## config.mk

```make
export PLATFORM = sky130hd
export DESIGN_NAME = alu_issue_ctrl
export DESIGN_NICKNAME = d
export VERILOG_FILES = /design/src/rtl/alu_issue_ctrl.sv
export SDC_FILE = /design/constraint.sdc
export NUM_CORES = 1
export LEC_CHECK = 0
export CAP_MARGIN = 20
export CORE_ASPECT_RATIO = 0.75
export CORE_MARGIN = 3
export CORE_UTILIZATION = 35
export DETAILED_ROUTE_END_ITERATION = 10
export PLACE_DENSITY = 0.71
export SETUP_SLACK_MARGIN = 0.5
export SLEW_MARGIN = 20
export SYNTH_ARGS = -nofsm -noshare
export SYNTH_HDL_FRONTEND = slang
export SYNTH_SLANG_ARGS = --single-unit
export TNS_END_PERCENT = 30
```

## constraint.sdc

```tcl
create_clock -name clk -period 4.4 [get_ports clk]
set_input_delay 0.88 -clock clk [delete_from_list [all_inputs] [get_ports clk]]
set_output_delay 0.88 -clock clk [all_outputs]
set_load 0.02 [all_outputs]
```

## src/rtl/alu_issue_ctrl.sv

```systemverilog
// alu_issue_ctrl: issue front end between the multicycle datapath controller
// and the ALU. It accepts decoded MIPS requests (ALUOp + funct) and translates
// them to the 4-bit ALU control code. It holds the operands stable for an
// operation-dependent number of cycles, captures the result, and returns it
// over a valid/ready response channel.
//
// Optional build macro: ALU_ISSUE_DIVZERO_CHECK_EN. When defined, a DIV request
// with operand B equal to zero is rejected as illegal and the ALU is not issued.
module alu_issue_ctrl #(
  parameter int MUL_LAT = 2,
  parameter int DIV_LAT = 4
) (
  input  logic        clk,
  input  logic        reset,
  input  logic        req_valid,
  output logic        req_ready,
  input  logic [1:0]  req_aluop,
  input  logic [5:0]  req_funct,
  input  logic [31:0] req_a,
  input  logic [31:0] req_b,
  output logic [31:0] alu_a,
  output logic [31:0] alu_b,
  output logic [3:0]  alu_control,
  input  logic [31:0] alu_out,
  input  logic        alu_zero,
  output logic        rsp_valid,
  input  logic        rsp_ready,
  output logic [31:0] rsp_result,
  output logic        rsp_zero,
  output logic        rsp_err
);

  localparam int MAX_LAT = (MUL_LAT > DIV_LAT) ? MUL_LAT : DIV_LAT;
  localparam int CNT_W   = $clog2(MAX_LAT + 1);

  localparam logic [3:0] CTL_AND = 4'b0000;
  localparam logic [3:0] CTL_OR  = 4'b0001;
  localparam logic [3:0] CTL_ADD = 4'b0010;
  localparam logic [3:0] CTL_MUL = 4'b0011;
  localparam logic [3:0] CTL_DIV = 4'b0100;
  localparam logic [3:0] CTL_SUB = 4'b0110;
  localparam logic [3:0] CTL_SLT = 4'b0111;

  typedef enum logic [1:0] {
    IDLE = 2'd0,
    EXEC = 2'd1,
    RESP = 2'd2
  } state_e;

  state_e             state_q, state_d;
  logic [CNT_W-1:0]   cnt_q, cnt_d;
  logic [31:0]        alu_a_q, alu_a_d;
  logic [31:0]        alu_b_q, alu_b_d;
  logic [3:0]         alu_ctl_q, alu_ctl_d;
  logic [31:0]        result_q, result_d;
  logic               zero_q, zero_d;
  logic               err_q, err_d;

  logic [3:0]         dec_code;
  logic               dec_illegal;
  logic [CNT_W-1:0]   dec_lat;

  // Translate ALUOp/funct to the ALU control code and flag unsupported ops.
  // NOTE: every output of a combinational block gets a default first so no
  // path leaves it unassigned, which would otherwise infer a latch.
  always_comb begin
    dec_code    = CTL_ADD;
    dec_illegal = 1'b0;
    unique case (req_aluop)
      2'b00: dec_code = CTL_ADD;
      2'b01: dec_code = CTL_SUB;
      2'b10: begin
        unique case (req_funct)
          6'b100000: dec_code = CTL_ADD;
          6'b100010: dec_code = CTL_SUB;
          6'b100100: dec_code = CTL_AND;
          6'b100101: dec_code = CTL_OR;
          6'b101010: dec_code = CTL_SLT;
          6'b011000: dec_code = CTL_MUL;
          6'b011010: dec_code = CTL_DIV;
          default:   dec_illegal = 1'b1;
        endcase
      end
      default: dec_illegal = 1'b1;
    endcase
`ifdef ALU_ISSUE_DIVZERO_CHECK_EN
    if (!dec_illegal && dec_code == CTL_DIV && req_b == 32'd0) begin
      dec_illegal = 1'b1;
    end
`endif
  end

  // Number of EXEC cycles the operands are held for the decoded operation.
  always_comb begin
    dec_lat = CNT_W'(1);
    if (dec_code == CTL_MUL) begin
      dec_lat = CNT_W'(MUL_LAT);
    end else if (dec_code == CTL_DIV) begin
      dec_lat = CNT_W'(DIV_LAT);
    end
  end

  // Next-state, operand issue and result capture.
  always_comb begin
    state_d   = state_q;
    cnt_d     = cnt_q;
    alu_a_d   = alu_a_q;
    alu_b_d   = alu_b_q;
    alu_ctl_d = alu_ctl_q;
    result_d  = result_q;
    zero_d    = zero_q;
    err_d     = err_q;
    unique case (state_q)
      IDLE: begin
        if (req_valid) begin
          if (dec_illegal) begin
            result_d = 32'd0;
            zero_d   = 1'b0;
            err_d    = 1'b1;
            state_d  = RESP;
          end else begin
            alu_a_d   = req_a;
            alu_b_d   = req_b;
            alu_ctl_d = dec_code;
            cnt_d     = dec_lat;
            state_d   = EXEC;
          end
        end
      end
      EXEC: begin
        if (cnt_q == CNT_W'(1)) begin
          result_d = alu_out;
          err_d    = 1'b0;
          // Subtraction trusts the ALU's own zero flag; everything else is
          // judged on the captured value.
          zero_d   = (alu_ctl_q == CTL_SUB) ? alu_zero : (alu_out == 32'd0);
          state_d  = RESP;
        end else begin
          cnt_d = cnt_q - CNT_W'(1);
        end
      end
      RESP: begin
        if (rsp_ready) begin
          state_d = IDLE;
        end
      end
      default: state_d = IDLE;
    endcase
  end

  // State and datapath registers; reset aborts any operation in flight.
  // NOTE: sequential state uses non-blocking assignments so every flop samples
  // the pre-edge values regardless of statement order.
  always_ff @(posedge clk or posedge reset) begin
    if (reset) begin
      state_q   <= IDLE;
      cnt_q     <= '0;
      alu_a_q   <= 32'd0;
      alu_b_q   <= 32'd0;
      alu_ctl_q <= CTL_ADD;
      result_q  <= 32'd0;
      zero_q    <= 1'b0;
      err_q     <= 1'b0;
    end else begin
      state_q   <= state_d;
      cnt_q     <= cnt_d;
      alu_a_q   <= alu_a_d;
      alu_b_q   <= alu_b_d;
      alu_ctl_q <= alu_ctl_d;
      result_q  <= result_d;
      zero_q    <= zero_d;
      err_q     <= err_d;
    end
  end

  assign req_ready   = (state_q == IDLE);
  assign rsp_valid   = (state_q == RESP);
  assign alu_a       = alu_a_q;
  assign alu_b       = alu_b_q;
  assign alu_control = alu_ctl_q;
  assign rsp_result  = result_q;
  assign rsp_zero    = zero_q;
  assign rsp_err     = err_q;

endmodule

```

== Word-level counts from Yosys, hierarchy flattened ==
Index checks and enable logic that the tools add are counted.

* Add/sub/neg operators: 1
* Reduce and logical (&&, ||, !) cells: 10
* Bitwise gates (word level): 1
* Multiplexer cells: 28
* Equal/unequal tests: 21

{| class="wikitable"
|+ Operators by type and width
! kind !! count
|-
| 32-bit two-way mux || 3
|-
| 32-bit one-hot mux with 2 select lines || 1
|-
| 32-bit logical NOT || 1
|-
| 6-bit equality test, second input constant || 5
|-
| 3-bit one-hot mux with 6 select lines || 1
|-
| 3-bit two-way mux || 5
|-
| 6-bit by 5-bit equality test with 1-bit output, second input constant || 2
|-
| 3-bit one-hot mux with 2 select lines || 2
|-
| 4-bit by 3-bit equality test with 1-bit output, second input constant || 2
|-
| 1-bit two-way mux || 8
|-
| 2-bit two-way mux || 4
|-
| 2-bit inequality test, second input constant || 4
|-
| 4-bit AND reduction || 2
|-
| 7-bit OR reduction || 1
|-
| 1-bit one-hot mux with 2 select lines || 3
|-
| 2-bit one-hot mux with 3 select lines || 1
|-
| 3-bit AND reduction || 2
|-
| 2-bit by 1-bit equality test with 1-bit output, second input constant || 2
|-
| 2-bit equality test, second input constant || 2
|-
| 4-bit by 2-bit equality test with 1-bit output, second input constant || 1
|-
| 2-bit logical NOT || 2
|-
| 2-bit by 1-bit inequality test with 1-bit output, second input constant || 2
|-
| 3-bit by 1-bit equality test with 1-bit output, second input constant || 1
|-
| 3-bit by 1-bit subtractor with 3-bit output, second input constant || 1
|-
| other kinds (3) || 3
|}

* Bits in registers: 107
* Logic and storage cells: 69
* Bits of input ports: 109
* Output and inout port bits: 104

== Longest topological paths before layout ==
Gate-level depths: netlist of run 1.

* Depth after elaboration: 9
* Gate-level depth with buffers: 10
* Gate-level depth less buffers: 7

== Least setup slack after synthesis of run 1 ==
Ideal clock, no wire load.

* Kind: input port to flip-flop
* Start: input req_aluop[0]
* End: register alu_a_q[23] (netlist: alu_a[23])
* Cell stages on the path: 9
* Data required time: 4.275 ns
* Arrival: 2.407 ns
* Setup time: 0.125 ns
* Path slack: 1.867 ns
* Path buffers: 3
* Cell sequence: inv_1 ha_1 clkbuf_1 nand3_1 o32ai_4 nand2_2 buf_6 buf_6 mux2_4

* Cells in the longest elaborated chain, start to end: 5

{| class="wikitable"
|+ RTL lines
! what !! line !! source
|-
| start: declaration || 17 || <nowiki>input logic [1:0] req_aluop,</nowiki>
|-
| 2-bit by 1-bit equality test with 1-bit output / 2-bit logical NOT (equally long branches) || 69 || <nowiki>unique case (req_aluop)</nowiki>
|-
| 2-bit OR reduction (no source line) || -- ||
|-
| 1-bit one-hot mux with 2 select lines (*) || 69 ||
|-
| 1-bit inverter (no source line) (*) || -- ||
|-
| 3-bit AND reduction (no source line) (*) || -- ||
|-
| end signal: assignment || 167 || <nowiki>alu_a_q <= alu_a_d;</nowiki>
|-
| end: declaration || 52 || <nowiki>logic [31:0] alu_a_q, alu_a_d;</nowiki>
|}

Every way passes the cells marked *; elsewhere a longest branch is shown, timed or not.
A chain may end at the register's enable or synchronous reset.

== Worst setup path after layout of run 1 ==
* Start: input req_aluop[0]
* End: register alu_a_q[1] (netlist: alu_a[1])

The elaborated chain is that of the path after synthesis.

==> flow_summary.yaml, run 1 <==
routing:
  drc: 0
  route.antenna.remaining_nets: 0
  drt_iter0_drc: 76
  wl_per_cell_um: 17.0
  firstDrtPassIters: 5
  viasPerCell: 4.83
  num_vias: 3664
  routed_wl_um: 12900
clock_tree:
  cts_root_buffer: "clkbuf_16"
  post-cts-setup-buffers: 0
  clk_path_buf_depth: 2
  clkSinkCount: 106
  clk-insertion-delay-late_ns: 0.34
  cts-hold-fix-buffers: 0
  cts_tree: "done"
  cts_made_buffers: 9
  post_cts_resized: 0
  clkTransAtPathRegs_ns: 0.06
  h-tree-depth: 3
power:
  total_power_mw: 5.18
  leakage_nw: 3.09
  ir_worst_vdd_uv: 369
  p_switching_mw: 1.87
  sw_frac_of_total_pct: 36.2
  pwr-share-seq_pct: 33.4
  power_frac_comb_pct: 49.7
  p_int_mw: 3.30
  clkPwrFrac_pct: 16.9
  powerDensity_nw_per_um2: 713
setup_path:
  critPathKind: "input port to flip-flop"
  crit_chain: "clkdlybuf4s50_1 -> inv_1 -> ha_1 -> nand3_1 -> o32ai_4 -> nand2_4 -> buf_4 -> mux2_2"
  startpoint_type: "input port"
  end_kind: "flip-flop"
  path_buf_inv: 3
  cp.arrival_ns: 3.42
  slowest_delay_ns: 0.71
  critPathRequiredTime_ns: 4.62
  critPathTopFamily: "buffers and inverters"
  crit_fanout: 60
  critPathSlowestCell: "buf_4"
timing:
  min_period_ns: 3.20
  hold_viol: 0
  relSlewSlack_pct: 36.0
  tns_ns: 0
  worst_slack_ns: 1.20
  finClkSkew_ns: 0.00735
  timing.fmax_mhz: 313
  slew_viol_final: 0
  tightest_slew_ns: 0.959
  setup_viol: 0
  fin_crit_sh_pct: 72.7
  rsz0062_at_grt: "false"
min_path:
  min_path_type: "flip-flop to flip-flop"
yosys:
  syn_inst: 381
  async_reset_ff_share_pct: 100
  synth_top_area_share_pct: 56.1
  synth-edff-count: 0
  synth_cell_types: 44
  yosysSeqAreaShare_pct: 56.7
  synthFlopType: "dfrtp_1"
  syn_area_um2: 4680
  yosys_warnings: 0
  syn_avg_cell_area_um2: 12.3
  ys_ff_latch: 106
  synthTopCellsByArea: "dfrtp_1 (56%), mux2_4 (9.6%), mux2_2 (9.1%)"
  syn_nets: 495
  yosysTopAreaCell: "dfrtp_1"
status:
  outcome: "finished, final reports clean"
cells_and_area:
  syn2layout_area_growth_pct: 55.0
  drive_above_1_share_pct: 16.2
  antenna_cells: 0
  mostFrequentLayoutCell: "clkdlybuf4s50_1"
  mostFrequentLayoutCells: "clkdlybuf4s50_1 (211), dfrtp_1 (105), inv_1 (42), mux2_2 (38), nand3_1 (37)"
  postLayoutCoreUtil_pct: 57.3
  fill_cells: 1077
  fin_nets: 701
  fin_cells: 758
global_route:
  overflow: 0
  grtUsageTotal_pct: 17.5
  antenna_found_initial: 0
  grt_max_degree: 76
  grt_pass1_vias: 3812
  grt_pass1_wl_um: 20800
floorplan:
  die_h_um: 106
  initial_utilization_pct: 37.0
  dieArea_um2: 14800
  num_rows: 35
  die_width_um: 140
  io_pins: 213
  core_area_um2: 12700
place:
  place_ws_ns: 0.862
  dp_hpwl_um: 9890
  gp_congestion: 0.842
  place_inst: 742
  portBuffers: 211
job:
  max_cap_violations: 0
## power by group through the flow
stage | Clock (mW) | Combinational [mW] | Sequential (mW)
final | 0.874 | 2.58 | 1.73
after global routing | 0.941 | 2.74 | 1.80
after CTS | 0.899 | 2.61 | 1.74
after detailed placement | 0 | 2.59 | 1.74
after global placement | 0 | 2.55 | 1.71
after floorplan | 0 | 0.798 | 2.27
## area by class of cell
type,instances,area [um^2],area share [%]
inverter,43,164,2.26
sequential,106,2650,36.6
clock inverter,4,73.8,1.02
clock buffer,12,256,3.53
timing repair buffer,216,2150,29.6
tap,166,208,2.86
multi-input combinational,211,1750,24.1
## path summary, 6_finish.rpt
kind / from / endpoint / slack [ns] / depth (start not counted)
setup / recovery: req_aluop[0] / alu_a[1] / 1.20 / 8
hold / removal: alu_a[14] / alu_a[14] / 0.51 / 1
setup reg to reg: state_q[0] / alu_a[1] / 2.28 / 4
hold reg to reg: alu_a[14] / alu_a[14] / 0.51 / 1
max in group asynchronous: reset / alu_b[24] / 2.41 / 3
min in group asynchronous: reset / alu_a[22] / 1.13 / 2
## per-layer routing
| metal | share of wire (%) | vias up | track usage (%) |
|---|---|---|---|
| met3 | 11 | 8 | 7.78 |
| met2 | 46 | 165 | 27.3 |
| met1 | 43 | 1762 | 22.8 |
| met4 | 0.49 | 0 | 3.32 |
| li1 | - | 1729 | - |
| met5 | 0 | - | 0 |
## cells in the mapped netlist, types with 2 or more instances
| master | count |
|---|---|
| o21ai_1 | 2 |
| mux2i_1 | 2 |
| nor2_1 | 7 |
| or4_1 | 2 |
| nand2b_1 | 5 |
| mux2_2 | 38 |
| nand3_1 | 37 |
| inv_1 | 43 |
| o21ai_0 | 35 |
| mux2_4 | 30 |
| ha_1 | 5 |
| nor3_1 | 3 |
| a211oi_1 | 2 |
| o22ai_1 | 3 |
| nor4_1 | 8 |
| a31oi_1 | 2 |
| buf_6 | 4 |
| nand2_1 | 8 |
| nor2b_1 | 3 |
| dfrtp_1 | 105 |
| clkbuf_1 | 8 |
| buf_2 | 7 |
## registers in the layout, summed over array words and instances (netlist names)
signal,cells
alu_a,32
alu_b,32
rsp_result,32
alu_control,3
cnt_q,3
state_q,2
rsp_err,1
rsp_zero,1
## per-stage QoR
step	instance area, um^2	hold WS [ns]
after global placement	6930	0.487
after CTS	7260	0.508
after global routing	7260	0.525
after detailed placement	6930	0.493
after floorplan	4680	0.481
final	7260	0.505
## kinds of logic (layout without fill, tap and decap cells)
kind of cell / Yosys count / after routing / share of synthesized area (%)
flops: 106 / 106 / 56.7
simple gates: 79 / 79 / 8.82
fa+ha+maj: 5 / 5 / 1.34
compound gates: 56 / 56 / 7.83
mux: 70 / 70 / 19.2
buf+inv: 64 / 275 / 6.04
other cells: 1 / 1 / 0.0801
Note: power is estimated with default switching activity, not from simulation.
==> run 2: changes to the inputs <==
--- a/config.mk
+++ b/config.mk
@@ -10,7 +10,7 @@
 export CORE_MARGIN = 3
 export CORE_UTILIZATION = 35
 export DETAILED_ROUTE_END_ITERATION = 10
-export PLACE_DENSITY = 0.71
+export PLACE_DENSITY = 0.74
 export SETUP_SLACK_MARGIN = 0.5
 export SLEW_MARGIN = 20
 export SYNTH_ARGS = -nofsm -noshare
==> constraint.sdc (replaced) <==
create_clock -name clk -period 2.73 [get_ports clk]
set_input_delay 0.546 -clock clk [delete_from_list [all_inputs] [get_ports clk]]
set_output_delay 0.546 -clock clk [all_outputs]
set_load 0.02 [all_outputs]
==> flow_summary.yaml, run 2 (synthesis gave the netlist of run 1 again) <==
timing:
  timing.fmax_mhz: 437
  tightest_slew_ns: 0.535
  setup_viol: 0
  tns_ns: 0
  finClkSkew_ns: 0.0103
  slew_viol_final: 0
  rsz0062_at_grt: "true"
  fin_crit_sh_pct: 83.9
  hold_viol: 0
  relSlewSlack_pct: 64.0
  min_period_ns: 2.29
clock_tree:
  cts_root_buffer: "clkbuf_16"
  clk-insertion-delay-late_ns: 0.35
  h-tree-depth: 3
  clkSinkCount: 106
  cts_made_buffers: 9
  clk_path_buf_depth: 2
  clkTransAtPathRegs_ns: 0.07
  cts_tree: "done"
setup_path:
  cp.arrival_ns: 2.52
  startpoint_type: "input port"
  critPathKind: "input port to flip-flop"
  end_kind: "flip-flop"
  critPathRequiredTime_ns: 2.96
  crit_fanout: 3
global_route:
  antenna_found_initial: 0
  grt_max_degree: 69
  grt_pass1_wl_um: 20200
  top_usage_layer: "met2"
  grt_pass1_vias: 3843
  grtUsageMet2_pct: 27.4
  gr-usage-met1_pct: 21.3
  overflow: 0
  grtUsageTotal_pct: 17.0
  met3_usage_pct: 7.24
floorplan:
  io_pins: 213
  die_width_um: 140
  core_area_um2: 12700
  num_rows: 35
  die_h_um: 106
  dieArea_um2: 14800
  initial_utilization_pct: 37.0
power:
  leakage_nw: 3.26
  pwr-share-seq_pct: 32.8
  clkPwrFrac_pct: 15.0
  powerDensity_nw_per_um2: 1130
  power_frac_comb_pct: 52.2
  ir_worst_vdd_uv: 516
  sw_frac_of_total_pct: 37.0
  p_switching_mw: 3.15
  p_int_mw: 5.37
cells_and_area:
  fill_cells: 1009
  fin_cells: 774
  fin_nets: 717
  multi_input_area_um2: 1800
  mostFrequentLayoutCell: "clkdlybuf4s50_1"
  area.sequential_um2: 2660
  antenna_cells: 0
  drive_above_1_share_pct: 19.9
  mostFrequentLayoutCells: "clkdlybuf4s50_1 (207), dfrtp_1 (104), inv_1 (41), mux2_2 (38), nand3_1 (37)"
  syn2layout_area_growth_pct: 61.7
routing:
  route.antenna.remaining_nets: 0
  num_vias: 3807
  wl_per_cell_um: 17.4
  firstDrtPassIters: 4
  routed_wl_um: 13500
  viasPerCell: 4.92
  drc: 0
  drt_iter0_drc: 119
place:
  dp_hpwl_um: 9640
  portBuffers: 211
  gp_congestion: 0.840
  place_inst: 746
job:
  max_cap_violations: 0
status:
  outcome: "finished, final reports clean"
min_path:
  min_path_type: "flip-flop to flip-flop"
run 2: area by class of cell:
class | instances | share of cell area [%]
inverters | 43 | 2.18
flip-flops and latches | 106 | 35.1
repair buffers | 232 | 32.3
clock inverters | 5 | 0.612
clock buffers | 11 | 3.34
well taps | 166 | 2.74
multi-input cells | 211 | 23.7
run 2: metal layers:
metal | vias to the layer above | share of wire [%]
met2 | 164 | 47
met5 | - | 0
met3 | 14 | 8.4
met4 | 0 | 1.3
met1 | 1872 | 43
li1 | 1757 | -
run 2: worst max-delay path, stage by stage:
cell             delay, ns
clkdlybuf4s50_1       0.54
inv_1                 0.08
ha_1                  0.32
nor2b_4               0.15
nand2_1               0.08
or4_4                 0.44
o221a_2               0.25
a2bb2oi_1             0.12
run 2: power by group through the flow:
stage               Sequential (mW)  Clock, mW  Combinational (mW)
floorplan                      3.65          0                1.29
global placement               2.78          0                4.15
detailed placement             2.80          0                4.22
CTS                            2.80       1.33                4.23
global route                   2.90       1.41                4.70
finish                         2.80       1.28                4.44
run 2: timing repair:
action,in CTS,in global routing
cloned,0,5
setup endpoints to repair,65,100
gates resized for setup,3,13
setup buffers,1,6
hold buffers,0,0
pin swaps,1,5
run 2: path summary, 6_finish.rpt:
check | start | end | slack, ns | cells past startpoint
max | req_aluop[1] | cnt_q[0] | 0.44 | 8
min | alu_a[0] | alu_a[0] | 0.51 | 1
min in group asynchronous | reset | cnt_q[0] | 0.54 | 2
min reg2reg | alu_a[0] | alu_a[0] | 0.51 | 1
max reg2reg | cnt_q[1] | rsp_result[0] | 0.93 | 9
max in group asynchronous | reset | alu_a[19] | 1.62 | 3
run 2: through the flow:
step	total power, mW	utilization [%]	cell area [um^2]	hold WS [ns]	worst slack [ns]
after floorplan	4.94	-	4680	0.481	0.531
after global placement	6.93	55.5	7020	0.487	0.132
after detailed placement	7.02	55.5	7020	0.491	0.0812
after CTS	8.36	57.9	7330	0.508	0.446
after global routing	9.01	59.8	7570	0.511	0.400
final	8.52	59.8	7570	0.506	0.440
